===== src/rtl/mem_stream_writer_pkg.sv =====
// Shared types and widths for the SDRAM stream writer and its FIFO.
package mem_stream_writer_pkg;

    localparam int ADDR_W = 29;
    localparam int DATA_W = 64;
    localparam logic [7:0] BURST_ONE = 8'h01;
    localparam logic [7:0] BYTE_ALL = 8'hFF;

    typedef enum logic [2:0] {
        INIT            = 3'd0,
        RESTART         = 3'd1,
        DRAIN           = 3'd2,
        CLEAR_FIFO_WAIT = 3'd3,
        COPY            = 3'd4
    } state_t;

endpackage


===== src/rtl/mem_stream_writer_fifo.sv =====
// Show-ahead synchronous FIFO with a synchronous clear; pushes when full and
// pops when empty are ignored.
module mem_stream_writer_fifo
    import mem_stream_writer_pkg::*;
#(
    parameter int DEPTH      = 32,
    parameter int DEPTH_LOG2 = 5
) (
    input  logic                  clock,
    input  logic                  reset_n,
    input  logic                  sclr,
    input  logic [DATA_W-1:0]     data,
    input  logic                  wrreq,
    input  logic                  rdreq,
    output logic [DATA_W-1:0]     q,
    output logic                  empty,
    output logic [DEPTH_LOG2:0]   usedw
);

    logic [DATA_W-1:0]     mem [DEPTH];
    logic [DEPTH_LOG2-1:0] wr_ptr;
    logic [DEPTH_LOG2-1:0] rd_ptr;
    logic                  do_write;
    logic                  do_read;

    assign empty    = (usedw == '0);
    assign do_write = wrreq && (usedw != (DEPTH_LOG2+1)'(DEPTH));
    assign do_read  = rdreq && !empty;
    assign q        = mem[rd_ptr];

    always_ff @(posedge clock) begin
        if (do_write && !sclr) begin
            mem[wr_ptr] <= data;
        end
    end

    // A clear wins over any push or pop in the same cycle.
    always_ff @(posedge clock or negedge reset_n) begin
        if (!reset_n) begin
            wr_ptr <= '0;
            rd_ptr <= '0;
            usedw  <= '0;
        end else if (sclr) begin
            wr_ptr <= '0;
            rd_ptr <= '0;
            usedw  <= '0;
        end else begin
            if (do_write) begin
                wr_ptr <= wr_ptr + 1'b1;
            end
            if (do_read) begin
                rd_ptr <= rd_ptr + 1'b1;
            end
            case ({do_write, do_read})
                2'b10:   usedw <= usedw + 1'b1;
                2'b01:   usedw <= usedw - 1'b1;
                default: usedw <= usedw;
            endcase
        end
    end

endmodule


===== src/rtl/mem_stream_writer.sv =====
// Drains a 64-bit word stream into a circular SDRAM region via an Avalon-MM
// write master; restart finishes the in-flight write, flushes and rewinds.
module mem_stream_writer
    import mem_stream_writer_pkg::*;
#(
    parameter int BASE_ADDRESS    = 0,
    parameter int LENGTH_WORDS    = 4096,
    parameter int FIFO_DEPTH      = 32,
    parameter int FIFO_DEPTH_LOG2 = 5
) (
    input  logic              clock,
    input  logic              reset_n,
    input  logic              restart,
    output logic              ready,
    input  logic [DATA_W-1:0] in_data,
    input  logic              in_valid,
    output logic              in_ready,
    output logic [ADDR_W-1:0] write_address,
    output logic [7:0]        write_burstcount,
    output logic [7:0]        write_byteenable,
    output logic [DATA_W-1:0] write_writedata,
    output logic              write_write,
    input  logic              write_waitrequest,
    output logic              idle,
    output logic [ADDR_W-1:0] words_written
);

    localparam logic [ADDR_W-1:0] BASE_WORD = ADDR_W'(BASE_ADDRESS / 8);
    localparam logic [ADDR_W-1:0] LAST_WORD = ADDR_W'(BASE_ADDRESS / 8 + LENGTH_WORDS - 1);
    localparam logic [FIFO_DEPTH_LOG2:0] USEDW_LIMIT = (FIFO_DEPTH_LOG2+1)'(FIFO_DEPTH - 2);

    state_t                 state;
    logic [ADDR_W-1:0]      pc;
    logic                   fifo_sclr;
    logic                   fifo_empty;
    logic                   fifo_push;
    logic                   fifo_pop;
    logic                   stalled;
    logic [DATA_W-1:0]      fifo_q;
    logic [FIFO_DEPTH_LOG2:0] fifo_usedw;

    // Two entries of slack keep a word in flight from overflowing the FIFO.
    assign stalled          = write_write && write_waitrequest;
    assign in_ready         = (state == COPY) && !restart && (fifo_usedw < USEDW_LIMIT);
    assign ready            = (state == COPY) && !restart;
    assign idle             = (state == COPY) && fifo_empty && !write_write;
    assign fifo_push        = in_valid && in_ready;
    assign fifo_pop         = (state == COPY) && !restart && !stalled && !fifo_empty;
    assign write_burstcount = BURST_ONE;
    assign write_byteenable = BYTE_ALL;

    mem_stream_writer_fifo #(
        .DEPTH      (FIFO_DEPTH),
        .DEPTH_LOG2 (FIFO_DEPTH_LOG2)
    ) u_fifo (
        .clock   (clock),
        .reset_n (reset_n),
        .sclr    (fifo_sclr),
        .data    (in_data),
        .wrreq   (fifo_push),
        .rdreq   (fifo_pop),
        .q       (fifo_q),
        .empty   (fifo_empty),
        .usedw   (fifo_usedw)
    );

    // A stalled write is never withdrawn, whatever the state; restart only
    // redirects the sequence once the bus lets go.
    always_ff @(posedge clock or negedge reset_n) begin
        if (!reset_n) begin
            state           <= INIT;
            pc              <= BASE_WORD;
            write_write     <= 1'b0;
            write_address   <= '0;
            write_writedata <= '0;
            words_written   <= '0;
            fifo_sclr       <= 1'b0;
        end else begin
            if (write_write && !write_waitrequest) begin
                words_written <= words_written + 1'b1;
            end
            if (!stalled) begin
                write_write <= 1'b0;
            end
            fifo_sclr <= 1'b0;

            case (state)
                INIT: begin
                    state <= INIT;
                end
                RESTART: begin
                    pc            <= BASE_WORD;
                    words_written <= '0;
                    state         <= DRAIN;
                end
                DRAIN: begin
                    if (!stalled) begin
                        fifo_sclr <= 1'b1;
                        state     <= CLEAR_FIFO_WAIT;
                    end
                end
                CLEAR_FIFO_WAIT: begin
                    state <= COPY;
                end
                COPY: begin
                    if (fifo_pop) begin
                        write_writedata <= fifo_q;
                        write_address   <= pc;
                        write_write     <= 1'b1;
                        pc              <= (pc == LAST_WORD) ? BASE_WORD : pc + 1'b1;
                    end
                end
                default: begin
                    state <= INIT;
                end
            endcase

            if (restart) begin
                state <= RESTART;
            end
        end
    end

endmodule


===== config.mk =====
export PLATFORM = sky130hd
export DESIGN_NAME = mem_stream_writer
export DESIGN_NICKNAME = d
export VERILOG_FILES = /design/src/rtl/mem_stream_writer_pkg.sv /design/src/rtl/mem_stream_writer_fifo.sv /design/src/rtl/mem_stream_writer.sv
export SDC_FILE = /design/constraint.sdc
export NUM_CORES = 2
export LEC_CHECK = 0
export ABC_AREA = 0
export CAP_MARGIN = 20
export CORE_MARGIN = 1
export CORE_UTILIZATION = 23
export CTS_BUF_LIST = sky130_fd_sc_hd__clkbuf_16
export CTS_CLUSTER_DIAMETER = 60
export DETAILED_ROUTE_END_ITERATION = 7
export SLEW_MARGIN = 0
export SYNTH_ARGS = -nofsm -noshare
export SYNTH_HDL_FRONTEND = slang
export SYNTH_SLANG_ARGS = --single-unit
export TNS_END_PERCENT = 30

===== constraint.sdc =====
create_clock -name clock -period 6.95 [get_ports clock]
set_input_delay 2.085 -clock clock [delete_from_list [all_inputs] [get_ports clock]]
set_output_delay 2.085 -clock clock [all_outputs]
set_load 0.02 [all_outputs]

==> results.md <==
- Relative slew slack: 24.0%
- Avg WL per Cell: ~23 µm
- DR iter-0 viols: about 4500
- Vias: 42400
- # port buffers: 194
- R2r worst-path depth: 6
- Mux cell area share after synthesis: 14.5%
- Simple-gate share of the synthesized area: 2.80%
- Crit Path Max Fanout: 6
- Static leakage: ~31 nW
- Slew of the pin with the lowest slew margin: 1.13 ns
- Routed vias/inst: 4.42
- Final period util: 85.0%
- Buf/Inv on CP: 2
- Synthesized flop and latch total: 2220
- Crit path max-delay family: buffers and inverters
- Final hold viol count: 0
- DIE AREA: 0.373 mm²
- Post-synthesis adder-cell area fraction: 0.185%
- GPL Wtd Cong: 0.773
- Critical path capture point type: output port
- Overflow after GRT: 0
- Post-Syn Instances: 4075
- Post-synth EDFFs: 2048
- Share of cells above drive strength 1: 22.1%
- DRC viols: 0
- Largest family of logic cells by synthesized area: multiplexers
- Critical path class: primary input to output port
- FMAX: 0.169 GHz
- Final TNS setup: 0 ns
- Die height: between 600 and 700 µm
- Number of global-route vias before repair: between 40000 and 50000
- Start of the worst register-to-register path: state[1]$_DFFE_PN0P_
- Initial Utilization: 23.1%
- Crit path from: restart
- Compound-Gate Fraction of Synth Area: 3.49%
- Top cell type's share of synthesized area: between 70% and 80%
- CTS resizes: 0
- Crit start category: primary input
- CP max stage delay: 0.68 ns
- CTS tree: yes
- Clock Skew: 0.136 ns
- # nets final: 4532
- Largest net degree at the start of global routing: 152
- FF-to-FF End: u_fifo.mem[29][6]$_DFFE_PP_
- Final setup fails: 0
- Clock Latency Late Sink: 0.91 ns
- CTS clk-pin slew, worst paths: 0.06 ns
- Met2 usage: approximately a fifth
- WP data required: 4.87 ns
- Hold Path Class: flip-flop to flip-flop
- Most used routing layer: met2
- Crit-path most repeated cell: clkdlybuf4s50_1
- GR Util All Layers: a little under an eighth
- XOR/XNOR Fraction of Synth Area: 0.389%
- Clk sinks: 2220
- Area Overhead vs Synth: 19.3%
- Final min period: 5.91 ns
- Clk buf depth: 4
- Core ar.: roughly 0.37 mm²
- VDD IR max: 0.267 mV
- Final ANT Viol Nets: 0
- Slew Limit Fails: 0
- Unrepaired setup endpoints after global routing: false
- P per Cell Area: 280 mW/mm²
- Setup bufs post-CTS: 0
- Filler cells: ~36000
- Routed Wire Length: 222000 µm
- Reg2Reg Setup Slack: 2.92 ns
- CP endpoint: ready
- Layout Utilization: 27.5%
- Met1 usage: between 10% and 20%
- Cts hold-fix bufs: 0
- Site Rows: 223
- CP Data Arrival Time: 3.82 ns
- Syn Area/Cell: ~21 µm²
- Largest cells by area after synthesis: edfxtp_1 72%, mux4_2 13%, dfrtp_1 5.1%
- Syn. warnings: 0
- GR Util met3: 2.70%
- Drt first pass iters: 5
- Seq/Total Area, Yosys: 77.3%
- Antenna violations before repair: 39
- DP Wirelength: around 130000 µm
- Die Width: 611 µm
- Clk root buf: clkbuf_16
- # H-tree levels: 4
- I/O Pins: 211
- Crit path cell chain: clkdlybuf4s50_1, nor4b_4, clkdlybuf4s50_1
- Max stage delay cell, worst path: clkdlybuf4s50_1
- Run status: finished clean
- Netlist Area Pre-Place: around 0.085 mm²
- TritonCTS buffer count: around 230
- Top FF cell, synth: edfxtp_1
- Maxcap violations: 0
- Count of cell types in the netlist: between 60 and 70
- Synth async-reset ratio: under 10%
- Cell taking the most area after synthesis: edfxtp_1
- Crit path depth: 3
- First-pass GRT wire length: roughly 320000 µm
[per-layer routing]
metal	vias to the layer above	wire, µm
met5	-	217
met4	38	4160
met3	304	18300
met2	1603	106000
met1	22700	93600
li1	17700	-
[cell usage after synthesis (all sizes together), types with 5 or more instances]
library cell,instances
a41oi,7
mux4,476
ha,11
nand4,14
nor2b,60
nor3,36
dfrtp,172
clkbuf,116
buf,129
and3,11
o41ai,36
o22ai,57
a31oi,19
a22oi,52
o21ai,36
or3,10
a22o,21
a211oi,94
nand2b,5
mux2i,157
a21oi,42
and4,5
xor2,10
inv,15
nand2,173
and2,10
o221ai,36
nand3,22
edfxtp,2048
xnor2,27
nor4,15
nor2,121
[tightest hold or removal path, stage by stage, from the launching register on]
cell and delay [ns]:
dfrtp_1 0.34, nand2_1 0.05, nand2_1 0.05
[layout by cell type (no fill, tap or decap), types with 89 or more instances in the layout]
cell type	n
edfxtp_1	2048
mux4_2	476
clkbuf_16	239
buf_4	139
clkdlybuf4s50_1	191
mux2i_1	157
a211oi_1	94
nand2_1	172
nor2_1	89
dfrtp_1	167
[registers in the layout (all words and copies together), names as in the netlist]
signal	flops
fifo_sclr	1
pc	29
state	3
u_fifo.mem	2048
u_fifo.rd_ptr	5
u_fifo.usedw	6
u_fifo.wr_ptr	5
words_written	29
write_address	29
write_write	1
write_writedata	64
[how the worst min path moves through the flow]
stage                                        start                             end  slack [ns]  depth (start not counted)
floorplan                       pc[28]$_DFFE_PN0P_              pc[28]$_DFFE_PN0P_        0.48                          1
finish               write_address[11]$_DFFE_PN0P_   write_address[11]$_DFFE_PN0P_        0.48                          2
global placement     write_address[11]$_DFFE_PN0P_   write_address[11]$_DFFE_PN0P_        0.47                          2
CTS                 write_writedata[9]$_DFFE_PN0P_  write_writedata[9]$_DFFE_PN0P_        0.48                          2
detailed placement  write_writedata[9]$_DFFE_PN0P_  write_writedata[9]$_DFFE_PN0P_        0.47                          2
global route         write_address[11]$_DFFE_PN0P_   write_address[11]$_DFFE_PN0P_        0.51                          2
[cells by family after synthesis]
group,Yosys count
mux,635
fa+ha+maj,12
simple gates,497
flops,2220
other cells,2
compound gates,412
buf+inv,260
xor+xnor,37
[metrics by stage]
stage	cell area (µm²)	power [mW]	setup WS, ns	hold slack [ns]	std cells
final	102000	28.4	1.04	0.478	9598
after global routing	102000	29.3	0.968	0.508	9595
after CTS	101000	28.7	1.05	0.484	9580
after detailed placement	94000	16.9	1.06	0.470	9151
after global placement	93800	16.9	1.06	0.466	9139
after floorplan	85200	16.0	0.733	0.475	4089
[layout make-up]
class	instances	area (µm²)	area share, %
Timing Repair Buffer	372	3770	3.72
Sequential cell	2220	65800	64.8
Tap cell	4950	6190	6.10
Clock buffer	235	5880	5.79
Inverter	15	56.3	0.0554
Multi-Input combinational cell	1609	18500	18.2
Antenna cell	3	7.51	0.00739
Clock inverter	194	1380	1.36
[where the power goes]
group	switching (mW)	total (mW)	internal, mW
sequential	0.160	14.9	14.7
clock	5.12	11.8	6.71
combinational	0.984	1.75	0.762
total	6.27	28.4	22.2
(Power assumes the default switching activity.)
